<file path="src/rtl/beu_clmul_pkg.sv">
// Shared types and defaults for the carry-less multiply unit.
package beu_clmul_pkg;

    localparam int CLMUL_XLEN_DEF = 32;
    localparam int CLMUL_STEP_DEF = 4;

    typedef enum logic [1:0] {
        CLMUL_L = 2'd0,
        CLMUL_H = 2'd1,
        CLMUL_R = 2'd2
    } clmul_mode;

    typedef enum logic [1:0] {
        ST_IDLE = 2'd0,
        ST_BUSY = 2'd1,
        ST_DONE = 2'd2
    } clmul_state_e;

endpackage

</file>
<file path="src/rtl/beu_clmul_if.sv">
// Request/result handshake bundle between the execute stage and beu_clmul.
interface beu_clmul_if #(
    parameter int XLEN = 32
);
    logic            s_flush_i;
    logic            s_valid_i;
    logic            s_ready_o;
    logic [1:0]      s_mode_i;
    logic [XLEN-1:0] s_op1_i;
    logic [XLEN-1:0] s_op2_i;
    logic            s_valid_o;
    logic            s_ready_i;
    logic [XLEN-1:0] s_result_o;

    modport master (
        output s_flush_i, s_valid_i, s_mode_i, s_op1_i, s_op2_i, s_ready_i,
        input  s_ready_o, s_valid_o, s_result_o
    );

    modport slave (
        input  s_flush_i, s_valid_i, s_mode_i, s_op1_i, s_op2_i, s_ready_i,
        output s_ready_o, s_valid_o, s_result_o
    );
endinterface

</file>
<file path="src/rtl/beu_clmul_step.sv">
// One STEP-bit slice of carry-less multiplication: folds the low multiplier
// bits into the accumulator.
module clmul_step #(
    parameter int XLEN = 32,
    parameter int STEP = 4
) (
    input  logic [2*XLEN-1:0] acc_i,
    input  logic [2*XLEN-1:0] mcand_i,
    input  logic [STEP-1:0]   mplr_i,
    output logic [2*XLEN-1:0] acc_o
);

    always_comb begin
        acc_o = acc_i;
        for (int j = 0; j < STEP; j++) begin
            if (mplr_i[j]) begin
                acc_o = acc_o ^ (mcand_i << j);
            end
        end
    end

endmodule

</file>
<file path="src/rtl/beu_clmul.sv">
// Multi-cycle carry-less multiply (clmul/clmulh/clmulr) with early
// termination once the remaining multiplier bits are all zero.
module beu_clmul
    import beu_clmul_pkg::*;
#(
    parameter int XLEN = CLMUL_XLEN_DEF,
    parameter int STEP = CLMUL_STEP_DEF
) (
    input  logic       s_clk_i,
    input  logic       s_reset_i,
    beu_clmul_if.slave bus
);

    if (STEP < 1 || (XLEN % STEP) != 0) begin : g_bad_step
        $error("beu_clmul: STEP must be >= 1 and divide XLEN");
    end

    clmul_state_e    state_q, state_d;
    logic [2*XLEN-1:0] acc_q, acc_d;
    logic [2*XLEN-1:0] mcand_q, mcand_d;
    logic [XLEN-1:0] mplr_q, mplr_d;
    logic [1:0]      mode_q, mode_d;
    logic [2*XLEN-1:0] acc_step;
    logic [XLEN-1:0] mplr_shift;

    clmul_step #(
        .XLEN (XLEN),
        .STEP (STEP)
    ) u_step (
        .acc_i   (acc_q),
        .mcand_i (mcand_q),
        .mplr_i  (mplr_q[STEP-1:0]),
        .acc_o   (acc_step)
    );

    always_comb begin
        state_d    = state_q;
        acc_d      = acc_q;
        mcand_d    = mcand_q;
        mplr_d     = mplr_q;
        mode_d     = mode_q;
        mplr_shift = mplr_q >> STEP;

        unique case (state_q)
            ST_IDLE: begin
                if (bus.s_valid_i) begin
                    acc_d   = '0;
                    mcand_d = {{XLEN{1'b0}}, bus.s_op1_i};
                    mplr_d  = bus.s_op2_i;
                    mode_d  = bus.s_mode_i;
                    // Zero multiplier or reserved mode: nothing to accumulate.
                    if (bus.s_op2_i == '0 || bus.s_mode_i == 2'd3) begin
                        state_d = ST_DONE;
                    end else begin
                        state_d = ST_BUSY;
                    end
                end
            end
            ST_BUSY: begin
                acc_d   = acc_step;
                mcand_d = mcand_q << STEP;
                mplr_d  = mplr_shift;
                if (mplr_shift == '0) begin
                    state_d = ST_DONE;
                end
            end
            ST_DONE: begin
                if (bus.s_ready_i) begin
                    state_d = ST_IDLE;
                end
            end
            default: state_d = ST_IDLE;
        endcase

        if (bus.s_flush_i) begin
            state_d = ST_IDLE;
        end
    end

    always_ff @(posedge s_clk_i) begin
        if (s_reset_i) begin
            state_q <= ST_IDLE;
            acc_q   <= '0;
            mcand_q <= '0;
            mplr_q  <= '0;
            mode_q  <= 2'd0;
        end else begin
            state_q <= state_d;
            acc_q   <= acc_d;
            mcand_q <= mcand_d;
            mplr_q  <= mplr_d;
            mode_q  <= mode_d;
        end
    end

    assign bus.s_ready_o = (state_q == ST_IDLE);
    assign bus.s_valid_o = (state_q == ST_DONE);

    always_comb begin
        bus.s_result_o = '0;
        if (state_q == ST_DONE) begin
            unique case (mode_q)
                CLMUL_L: bus.s_result_o = acc_q[XLEN-1:0];
                CLMUL_H: bus.s_result_o = acc_q[2*XLEN-1:XLEN];
                CLMUL_R: bus.s_result_o = acc_q[2*XLEN-2:XLEN-1];
                default: bus.s_result_o = '0;
            endcase
        end
    end

endmodule

</file>
<file path="src/flat_wrapper.sv">
// flat-port wrapper written by rule: the top's interface ports become plain ports
module beu_clmul_flat import beu_clmul_pkg::*;
#(
    parameter int XLEN = CLMUL_XLEN_DEF,
    parameter int STEP = CLMUL_STEP_DEF
)
  (s_clk_i, s_reset_i, bus_s_flush_i, bus_s_valid_i, bus_s_mode_i, bus_s_op1_i, bus_s_op2_i, bus_s_ready_i, bus_s_ready_o, bus_s_valid_o, bus_s_result_o);
  beu_clmul_if #(.XLEN(XLEN)) bus_i ();
  input  logic s_clk_i;
  input  logic s_reset_i;
  input wire logic [$bits(bus_i.s_flush_i)-1:0] bus_s_flush_i;
  input wire logic [$bits(bus_i.s_valid_i)-1:0] bus_s_valid_i;
  input wire logic [$bits(bus_i.s_mode_i)-1:0] bus_s_mode_i;
  input wire logic [$bits(bus_i.s_op1_i)-1:0] bus_s_op1_i;
  input wire logic [$bits(bus_i.s_op2_i)-1:0] bus_s_op2_i;
  input wire logic [$bits(bus_i.s_ready_i)-1:0] bus_s_ready_i;
  output wire logic [$bits(bus_i.s_ready_o)-1:0] bus_s_ready_o;
  output wire logic [$bits(bus_i.s_valid_o)-1:0] bus_s_valid_o;
  output wire logic [$bits(bus_i.s_result_o)-1:0] bus_s_result_o;
  assign bus_i.s_flush_i = bus_s_flush_i;
  assign bus_i.s_valid_i = bus_s_valid_i;
  assign bus_i.s_mode_i = bus_s_mode_i;
  assign bus_i.s_op1_i = bus_s_op1_i;
  assign bus_i.s_op2_i = bus_s_op2_i;
  assign bus_i.s_ready_i = bus_s_ready_i;
  assign bus_s_ready_o = bus_i.s_ready_o;
  assign bus_s_valid_o = bus_i.s_valid_o;
  assign bus_s_result_o = bus_i.s_result_o;
  beu_clmul #(.XLEN(XLEN), .STEP(STEP)) u_core (.s_clk_i(s_clk_i), .s_reset_i(s_reset_i), .bus(bus_i));
endmodule
</file>
<file path="config.mk">
export PLATFORM = sky130hd
export DESIGN_NAME = beu_clmul_flat
export DESIGN_NICKNAME = d
export VERILOG_FILES = /design/src/rtl/beu_clmul_pkg.sv /design/src/rtl/beu_clmul_if.sv /design/src/rtl/beu_clmul_step.sv /design/src/rtl/beu_clmul.sv /design/src/flat_wrapper.sv
export SDC_FILE = /design/constraint.sdc
export NUM_CORES = 1
export LEC_CHECK = 0
export CAP_MARGIN = 20
export CORE_UTILIZATION = 40
export DETAILED_ROUTE_END_ITERATION = 10
export HOLD_SLACK_MARGIN = 0.06
export PLACE_DENSITY = 0.63
export RECOVER_POWER = 25
export SLEW_MARGIN = 5
export SYNTH_ARGS = -nofsm -noshare
export SYNTH_HDL_FRONTEND = slang
export SYNTH_HIERARCHICAL = 1
export SYNTH_SLANG_ARGS = --single-unit
</file>
<file path="constraint.sdc">
create_clock -name s_clk_i -period 2.05 [get_ports s_clk_i]
set_input_delay 0.41 -clock s_clk_i [delete_from_list [all_inputs] [get_ports s_clk_i]]
set_output_delay 0.41 -clock s_clk_i [all_outputs]
set_load 0.02 [all_outputs]
</file>
==> impl_metrics.tcl, run 1 <==
set metrics [dict create \
    cell_by_cell_listing_of_the_critical_path "buf_12 -> buf_12 -> mux2i_1 -> nor2_1 -> a21oi_1 -> nor2_1 -> buf_4" \
    synthesis.nets 1387 \
    dieWidth_um 165.5 \
    finalWeightedCongestion 0.8153 \
    cts_inserted_buffers 17 \
    powerDensity_nw_per_um2 634.5 \
    multiInputGateArea_um2 6850 \
    clkSinkCount 164 \
    grt_max_degree 64 \
    diodes 0 \
    wirelength_um 30240 \
    critPathKind "reg2out" \
    postCtsHoldBufs 0 \
    cts.htree.levels 4 \
    p_clk_frac 0.394 \
    cts_tree "built" \
    fraction_of_registers_with_async_set_or_reset_after_synthesis 0 \
    detailroute.via_count 9484 \
    final_design_area_no_fill_um2 12780 \
    max_clock_freq_mhz 466.1 \
    hpwlAfterDp_um 20580 \
    grt_overflow 0 \
    yosys-mux-area-fraction 0.02995 \
    design.core.area_um2 26130 \
    antenna_found_initial 0 \
    avgSynthCellArea_um2 8.126 \
    wl_per_cell_um 17.44 \
    drive_above_1_share 0.1108 \
    clock_network_latency_to_the_later_pin_of_the_worst_skew_pair_ns 0.44 \
    total_leakage_power_uw 0.005266 \
    syn_inst 1316 \
    critical_path.slowest_cell "dfxtp_4" \
    top_level_ports 105 \
    clk_root_buffer_cell "clkbuf_16" \
    synth_xor_area_frac 0.2333 \
    dieHeight_um 165.5 \
    dr.first_iter.drc_count 873 \
    synth_cell_area_um2 10690 \
    slew_headroom 0.5449 \
    die-area_um2 27390 \
    power.internal_uw 5607 \
    synthesis.yosys.warnings 6 \
    area_delta_synth_final_pct 19.47 \
    final_nets 1457 \
    p_comb_frac 0.171 \
    crit_path_max_fanout 7 \
    layout_worst_path_cycle_share 1.047 \
    crit_path_start_kind "flop" \
    groute.usage.overall 0.2269 \
    hold_class "in2reg" \
    worst_clk_skew_ns 0.01039 \
    setup_repair_after_global_routing_missed_its_margin "true" \
    drc_errors 8 \
    worst-endpoint-required_ns 1.64 \
    largest_family_of_logic_cells_by_synthesized_area "XOR/XNOR gates" \
    fillers 2575 \
    synth_top_cells_by_area "dfxtp_1, xnor3_1, nand2_1" \
    path_clk_slew_ns 0.08 \
    power_frac_seq 0.435 \
    sequential_cell_area_um2 3292 \
    clock_path_buffers 2 \
    power_switching_share 0.3083 \
    failing_checks "design-rule violations, negative setup slack" \
    hold_viol 0 \
    synthSimpleGateAreaFrac 0.2253 \
    critical_path_arrival_ns 1.74 \
    initial_core_util 0.4092 \
    report.final.setup_viol 25 \
    firstDrtPassIters 8 \
    total_switching_power_uw 2499 \
    layout_setup_ws_ns -0.09550 \
    rows 59 \
    maxCapViolations 0 \
    ys_ff_latch 164 \
    synth_top_flop_cell "dfxtp_1" \
    synth_enable_flop_cells 0 \
    fin_hold_ws_ns 0.4627 \
    run_status "complete, but fails checks" \
    critical_path.endpoint_type "output port" \
    grt_first_pass_wirelength_um 48010 \
    ys_top_cells_by_count "nand2_1, nor2_1, dfxtp_1, a22oi_1, xnor2_1" \
    synth_cell_types 34 \
    worst_tran_pin_value_ns 0.6826 \
    synth_most_common_cell "nand2_1" \
    drv_slew 0 \
    postPlaceCellArea_um2 12190 \
    synth_sequential_area_ratio 0.3070 \
    detail_route.vias_per_cell 5.469 \
    synth_area_leader_cell "dfxtp_1" \
    critical_path.max_stage_delay_ns 0.44 \
    fin_setup_tns_ns -1.131 \
    worst-r2r-setup-slack_ns 0.01 \
    fin_crit_ns 2.145 \
    netlist.area_leader.share 0.3070 \
    synth_fa_ha_area_frac 0 \
    first_global_vias 8777 \
    vdd_drop_max_mv 0.5820 \
    synth_compound_area_frac 0.1440 \
    ant_nets 0 \
    buffer_ports.inserted 104 \
]
path summary, 6_finish.rpt:
path	startpoint	cells after the start	end
worst min-delay path	s_reset_i	2	u_core/mcand_q[63]$_SDFFE_PP0P_
worst max-delay path	u_core/mode_q[0]$_SDFFE_PP0P_	7	bus_s_result_o[15]
worst max register to register	u_core/state_q[1]$_SDFFE_PP0P_	5	u_core/mcand_q[30]$_SDFFE_PP0P_
worst min register to register	u_core/mplr_q[4]$_SDFFE_PP0P_	2	u_core/mplr_q[0]$_SDFFE_PP0P_
sequential cells by signal, indices dropped and copies added, names as in the netlist:
name            cells
u_core/mode_q       2
u_core/state_q      2
u_core/mcand_q     64
u_core/acc_q       64
u_core/mplr_q      32
cell families after synthesis:
logic type | count (synthesis)
xor gates and xnor gates | 189
buffers and inverters | 110
and+or+nand+nor | 621
muxes | 32
AOI/OAI and AO/OA | 200
DFF | 164
cell type report:
cell class	count	share of cell area
multi-input cells	1042	0.5362
well taps	335	0.03281
inverters	1	0.0002938
clock buffers	17	0.03330
repair buffers	160	0.1276
clock inverters	15	0.01214
flip-flops and latches	164	0.2577
per-stage QoR:
stage	utilization	setup slack, ns	std cells	total power [uW]
floorplan	-	0.2637	1316	4465
finish	0.4889	-0.09550	1734	8106
global placement	0.4666	-0.03103	1697	4941
CTS	0.4877	-0.1192	1732	8169
detailed placement	0.4666	-0.04182	1697	4956
global route	0.4889	-0.1872	1734	8439
metal layers:
layer  vias up  global-route usage  share of wire
met5         -                   0              0
met3        29             0.03521          0.054
met4         0             0.05868          0.018
met1      4575              0.3159           0.46
li1       4588                   -              -
met2       292              0.3642           0.47
power by group through the flow:
| stage | registers (uW) | clock network (uW) | logic, uW |
|---|---|---|---|
| 2_1_floorplan | 3490 | 0 | 975 |
| 3_3_place_gp | 3590 | 0 | 1350 |
| 3_5_place_dp | 3590 | 0 | 1360 |
| 4_1_cts | 3520 | 3250 | 1400 |
| 5_1_grt | 3550 | 3390 | 1500 |
| 6_report | 3520 | 3190 | 1390 |
layout by cell type, fill, tap and decap left out, types with 42 or more instances in the layout:
cell type,count
clkdlybuf4s50_1,69
dfxtp_1,159
nor2_1,224
nand2_1,363
a311oi_1,56
a22oi_1,94
xor2_1,63
xnor3_1,61
buf_4,42
xnor2_1,65
worst max-delay path, delay by kind of cell, from the launching register on:
kind / cells / cell delay, ns
flip-flops: 1 / 0.44
buffers and inverters: 3 / 0.42
multiplexers: 1 / 0.20
AND/OR/NAND/NOR: 2 / 0.12
AO/OA/AOI/OAI: 1 / 0.12
timing repair:
item | in CTS | in global routing
pin swaps | 4 | 12
setup endpoints to repair | 34 | 32
buffers inserted | 1 | 3
gates resized for setup | 147 | 24
gates cloned | 2 | 0
No activity file was read; power rests on OpenSTA's default activity.
==> inputs of run 2 (changes only) <==
--- a/config.mk
+++ b/config.mk
@@ -6,10 +6,10 @@
 export NUM_CORES = 1
 export LEC_CHECK = 0
 export CAP_MARGIN = 20
-export CORE_UTILIZATION = 40
+export CORE_UTILIZATION = 50
 export DETAILED_ROUTE_END_ITERATION = 10
 export HOLD_SLACK_MARGIN = 0.06
-export PLACE_DENSITY = 0.63
+export PLACE_DENSITY = 0.75
 export RECOVER_POWER = 25
 export SLEW_MARGIN = 5
 export SYNTH_ARGS = -nofsm -noshare
==> run 2 against run 1 <==
The flow finishes with violations (negative setup slack). Fmax is 2.5% higher. Largest power group unchanged. Register-to-register slack improved by 0.12 ns. Final cell count down 3.6%. Highest routed layer unchanged. First-iteration DRC count rose by 1.8%. Largest cell class unchanged. Combinational power about the same.
==> impl_metrics.tcl, run 2 (same netlist as run 1, synthesis figures left out) <==
set metrics [dict create \
    drt-met1-wl_um 12540 \
    detail_route.vias_per_cell 5.784 \
    antenna_found_initial 0 \
    cts_tree "built" \
    clkSinkCount 164 \
    ant_nets 0 \
    hpwlAfterDp_um 20290 \
    max_clock_freq_mhz 477.9 \
    buffer_ports.inserted 104 \
    fin_hold_ws_ns 0.3678 \
    maxCapViolations 0 \
    first_global_vias 9080 \
    fin_crit_ns 2.092 \
    detailroute.via_count 9665 \
    clk_root_buffer_cell "clkbuf_16" \
    postPlaceCellArea_um2 12080 \
    fin_setup_tns_ns -0.2663 \
    drv_slew 0 \
    worst_clk_skew_ns 0.01032 \
    path_clk_slew_ns 0.07 \
    reg.largest.list "u_core/acc_q x64, u_core/mcand_q x64, u_core/mplr_q x32" \
    fillers 1830 \
    r2r.worst_path.cells 6 \
    initial_core_util 0.5087 \
    run_status "complete, but fails checks" \
    final_design_area_no_fill_um2 12610 \
    crit_path_start_kind "flop" \
    diodes 0 \
    layout.cells.most_common "nand2_1" \
    met3WireLength_um 2174 \
    layout_worst_path_cycle_share 1.021 \
    total_leakage_power_uw 0.005246 \
    crit_path_max_fanout 6 \
    grt_overflow 0 \
    hold_viol 0 \
    hold_class "in2reg" \
    area_delta_synth_final_pct 17.94 \
    sequential_cell_area_um2 3293 \
    dieWidth_um 148.2 \
    critical_path_arrival_ns 1.68 \
    die-area_um2 21980 \
    setup_repair_after_global_routing_missed_its_margin "true" \
    powerDensity_nw_per_um2 652.9 \
    drive_above_1_share 0.1053 \
    clock_path_buffers 2 \
    finalWeightedCongestion 0.8818 \
    wirelength_um 29580 \
    cts_inserted_buffers 17 \
    wl_per_cell_um 17.70 \
    design.core.area_um2 21020 \
    vdd_drop_max_mv 0.5841 \
    dr.first_iter.drc_count 889 \
    report.final.setup_viol 12 \
    top_level_ports 105 \
    failing_checks "negative setup slack" \
    worst_tran_pin_value_ns 0.6177 \
    critical_path.endpoint_type "output port" \
    total_power_uw 8235 \
    detailroute.wirelength.met2_um 14130 \
    layout_setup_ws_ns -0.04231 \
    worst_hold_path.num_cells 2 \
    multiInputGateArea_um2 6813 \
    rows 53 \
    clock_network_latency_to_the_later_pin_of_the_worst_skew_pair_ns 0.44 \
    grt_max_degree 57 \
    dieHeight_um 148.2 \
    critPathKind "reg2out" \
    cts.htree.levels 4 \
    grt_first_pass_wirelength_um 48190 \
    groute.usage.overall 0.2778 \
    final_nets 1455 \
    most-common-layout-cells "nand2_1, nor2_1, dfxtp_1" \
    worst-endpoint-required_ns 1.64 \
    firstDrtPassIters 6 \
    drc_errors 0 \
    highest_layer "met4" \
    slew_headroom 0.5880 \
]
==> run 2: report_power, final <==
part	internal (uW)	switching [uW]	total (uW)
clock network	1930	1410	3340
registers	3320	204	3520
logic	648	725	1370
total	5890	2340	8230
==> run 2: metal layers <==
layer  vias to the layer above  track usage
li1                       4575            -
met4                         0      0.09485
met2                       406       0.4573
met5                         -            0
met1                      4636       0.3733
met3                        48      0.03896
==> run 2: final timing paths <==
check / startpoint / to / slack, ns
worst max-delay path: u_core/mode_q[0]$_SDFFE_PP0P_ / bus_s_result_o[9] / -0.04
worst max register to register: u_core/state_q[0]$_SDFFE_PP0P_ / u_core/mcand_q[41]$_SDFFE_PP0P_ / 0.13
worst min-delay path: s_reset_i / u_core/acc_q[62]$_SDFFE_PP0P_ / 0.37
worst min register to register: u_core/mplr_q[25]$_SDFFE_PP0P_ / u_core/mplr_q[21]$_SDFFE_PP0P_ / 0.50
==> run 2: area by class of cell <==
class                           count  share of cell area
Clock inverter                     14             0.01419
Sequential cell                   164              0.2611
Tap cell                          275             0.02728
Multi-Input combinational cell   1042              0.5402
Clock buffer                       17             0.03373
Inverter                            1           0.0002976
Timing Repair Buffer              158              0.1232
==> run 2: metrics by stage <==
stage | utilization | cells | setup WS [ns]
6_report | 0.6000 | 1671 | -0.04231
5_1_grt | 0.6000 | 1671 | -0.1417
4_1_cts | 0.6026 | 1672 | -0.1268
3_5_place_dp | 0.5748 | 1634 | -0.07383
3_3_place_gp | 0.5748 | 1634 | -0.02714
2_1_floorplan | - | 1316 | 0.2637
==> run 2: worst max-delay path: stages (launching register included) <==
cell and delay (ns):
dfxtp_4 0.41, buf_12 0.14, buf_8 0.11, mux2i_1 0.19, nor2_1 0.06, a21oi_1 0.12
nor2_1 0.06, buf_4 0.15
==> run 2: timing repair <==
action / CTS / global route
pin swaps: 0 / 2
setup endpoints to repair: 34 / 30
gates cloned: 2 / 0
gates resized for setup: 144 / 14
hold buffers: 0 / 0
setup buffers: 5 / 1
==> inputs of run 3 (changes only) <==
--- a/config.mk
+++ b/config.mk
@@ -6,13 +6,14 @@
 export NUM_CORES = 1
 export LEC_CHECK = 0
 export CAP_MARGIN = 20
-export CORE_UTILIZATION = 50
+export CELL_PAD_IN_SITES_DETAIL_PLACEMENT = 1
+export CELL_PAD_IN_SITES_GLOBAL_PLACEMENT = 2
+export CORE_UTILIZATION = 34
 export DETAILED_ROUTE_END_ITERATION = 10
 export HOLD_SLACK_MARGIN = 0.06
-export PLACE_DENSITY = 0.75
+export PLACE_DENSITY = 0.85
 export RECOVER_POWER = 25
 export SLEW_MARGIN = 5
 export SYNTH_ARGS = -nofsm -noshare
 export SYNTH_HDL_FRONTEND = slang
-export SYNTH_HIERARCHICAL = 1
 export SYNTH_SLANG_ARGS = --single-unit
==> run 3 against run 2 <==
The flow still finishes with violations (negative setup slack). Synthesized area increased by 1.9%. Combinational power increased by 56%. Sequential power increased by 16%. Via count increased by 5.6%. Clock skew increased by 0.0044 ns. Non-clock buffer count decreased by 6. Design area increased by 4.0%. Sequential cell count unchanged. Fmax decreased by 1.5%. Synthesized cell count increased by 9.9%. Setup slack got worse by 0.032 ns. Register-to-register slack improved by 0.07 ns. Critical path type unchanged. Highest routed layer unchanged.
==> impl_metrics.tcl, run 3 <==
set metrics [dict create \
    top_level_ports 105 \
    layout_setup_ws_ns -0.07447 \
    dr.first_iter.drc_count 604 \
    synth_sequential_area_ratio 0.3013 \
    worst_tran_pin_value_ns 0.5621 \
    clock_path_buffers 2 \
    first_global_vias 10040 \
    slew_headroom 0.6252 \
    synth_cell_area_um2 10900 \
    detailroute.via_count 10210 \
    ant_nets 0 \
    path_clk_slew_ns 0.06 \
    cts.htree.levels 4 \
    clkSinkCount 164 \
    wirelength_um 34970 \
    rows 65 \
    hpwlAfterDp_um 24790 \
    firstDrtPassIters 5 \
    detail_route.vias_per_cell 5.330 \
    cts_tree "built" \
    failing_checks "negative setup slack" \
    layout_worst_path_cycle_share 1.036 \
    crit_path_max_fanout 10 \
    avgSynthCellArea_um2 7.536 \
    max_clock_freq_mhz 470.7 \
    critPathKind "reg2out" \
    reg.largest.list "u_core.acc_q x64, u_core.mcand_q x64, u_core.mplr_q x32" \
    ys_top_cells_by_count "nand2_1, dfxtp_1, xnor2_1, nor2_1, clkbuf_1" \
    detailedPlace.worstSlack_ns -0.04839 \
    crit_path_start_kind "flop" \
    worstReg2RegEnd "u_core.mcand_q[24]$_SDFFE_PP0P_" \
    design.core.area_um2 31560 \
    grt_overflow 0 \
    r2r.worst_path.cells 5 \
    fin_setup_tns_ns -0.7826 \
    final_cell_count_no_fill 1915 \
    setup_repair_after_global_routing_missed_its_margin "true" \
    dieWidth_um 181.0 \
    syn_inst 1446 \
    drive_above_1_share 0.1395 \
    synth_cell_types 35 \
    powerDensity_nw_per_um2 743.7 \
    critical_path.startpoint "u_core.mode_q[0]$_SDFFE_PP0P_" \
    hold_class "in2reg" \
    final_design_area_no_fill_um2 13110 \
    drc_errors 0 \
    critical_path.max_stage_delay_ns 0.37 \
    grt_first_pass_wirelength_um 56700 \
    grt_max_degree 69 \
    ys_ff_latch 164 \
    clk_root_buffer_cell "clkbuf_16" \
    area_delta_synth_final_pct 20.35 \
    finalWeightedCongestion 0.8425 \
    initial_core_util 0.3453 \
    drv_slew 0 \
    cts_inserted_buffers 17 \
    synth_enable_flop_cells 0 \
    wl_per_cell_um 18.26 \
    worst_clk_skew_ns 0.01470 \
    cell_by_cell_listing_of_the_critical_path "buf_12 -> buf_6 -> mux2i_2 -> o22ai_1 -> and2_1 -> buf_2" \
    antenna_found_initial 0 \
    r2r_start "u_core.state_q[1]$_SDFFE_PP0P_" \
    final_nets 1571 \
    vdd_drop_max_mv 0.6336 \
    groute.usage.overall 0.2167 \
    total_power_uw 9753 \
    layout.cells.most_common "nand2_1" \
    setup_crit_end "bus_s_result_o[23]" \
    total_leakage_power_uw 0.004528 \
    diodes 0 \
    synth_most_common_cell "nand2_1" \
    dieHeight_um 181.0 \
    run_status "complete, but fails checks" \
    die-area_um2 32770 \
    synth_top_cells_by_area "dfxtp_1, nand2_1, xnor2_1" \
    synth_area_leader_cell "dfxtp_1" \
    critical_path.slowest_cell "dfxtp_4" \
    synth_top_flop_cell "dfxtp_1" \
    most-common-layout-cells "nand2_1, dfxtp_1, xnor2_1" \
    postPlaceCellArea_um2 12530 \
    hold_viol 0 \
    critical_path_arrival_ns 1.71 \
    buffer_ports.inserted 104 \
    fin_crit_ns 2.124 \
    synthesis.yosys.warnings 0 \
    maxCapViolations 0 \
    critical_path.endpoint_type "output port" \
    worst-r2r-setup-slack_ns 0.20 \
    synthesis.nets 1517 \
    number_of_cells_in_the_design_after_placement 1879 \
    netlist.area_leader.share 0.3013 \
    report.final.setup_viol 27 \
    worst-endpoint-required_ns 1.64 \
    clock_network_latency_to_the_later_pin_of_the_worst_skew_pair_ns 0.44 \
    fraction_of_registers_with_async_set_or_reset_after_synthesis 0 \
]
[run 3: repair_timing]
| action | CTS | global route |
|---|---|---|
| pin swaps | 0 | 4 |
| endpoints found under the setup margin | 34 | 31 |
| setup buffers | 0 | 3 |
| hold buffers | 0 | 0 |
| gates resized for setup | 135 | 16 |
| gates cloned | 0 | 1 |
[run 3: how the worst min path moves through the flow]
stage	start	to	slack [ns]	cells past startpoint
2_1_floorplan	u_core.acc_q[10]$_SDFFE_PP0P_	u_core.acc_q[10]$_SDFFE_PP0P_	0.43	1
3_3_place_gp	u_core.acc_q[21]$_SDFFE_PP0P_	u_core.acc_q[21]$_SDFFE_PP0P_	0.45	1
3_5_place_dp	u_core.acc_q[18]$_SDFFE_PP0P_	u_core.acc_q[18]$_SDFFE_PP0P_	0.46	1
4_1_cts	s_reset_i	u_core.mode_q[1]$_SDFFE_PP0P_	0.35	2
5_1_grt	s_reset_i	u_core.mode_q[0]$_SDFFE_PP0P_	0.35	2
6_report	s_reset_i	u_core.mode_q[1]$_SDFFE_PP0P_	0.36	2
[run 3: metal layers]
| metal | vias to the layer above | track usage | share of wire |
|---|---|---|---|
| met5 | - | 0 | 0 |
| met1 | 5034 | 0.3068 | 0.49 |
| met2 | 181 | 0.3490 | 0.47 |
| met3 | 20 | 0.02661 | 0.032 |
| met4 | 0 | 0.05119 | 0.011 |
| li1 | 4972 | - | - |
[run 3: worst max-delay path, delay by kind of cell, from the launching register on]
family | cells | cell delay, ns
simple gates | 1 | 0.16
flops | 1 | 0.37
buf+inv | 3 | 0.44
mux | 1 | 0.22
compound gates | 1 | 0.10
[run 3: power by group]
| part | leakage (uW) | switching, uW | internal (uW) |
|---|---|---|---|
| combinational | 0.00287 | 1140 | 1000 |
| sequential | 0.00135 | 518 | 3560 |
| clock | 0.000309 | 1530 | 2000 |
| total | 0.00453 | 3190 | 6570 |
[run 3: final cells by class]
cell class / count / area [um2]
multi-input cells: 1102 / 6898
inverters: 63 / 236.5
well taps: 402 / 503.0
fillers: 3812 / 18440
clock inverters: 14 / 191.4
repair buffers: 152 / 1553
clock buffers: 18 / 439.2
flip-flops and latches: 164 / 3293
[run 3: metrics by stage]
stage / util / hold WS, ns
floorplan: - / 0.4336
global placement: 0.3970 / 0.4528
detailed placement: 0.3970 / 0.4604
CTS: 0.4131 / 0.3464
global route: 0.4156 / 0.3495
finish: 0.4156 / 0.3617
[run 3: kinds of logic after synthesis]
logic type                count (synthesis)  synth area share
muxes                                    34           0.03135
AOI/OAI and AO/OA                       261            0.1818
DFF                                     164            0.3013
xor gates and xnor gates                187            0.1779
buffers and inverters                   180           0.07188
and+or+nand+nor                         620            0.2358
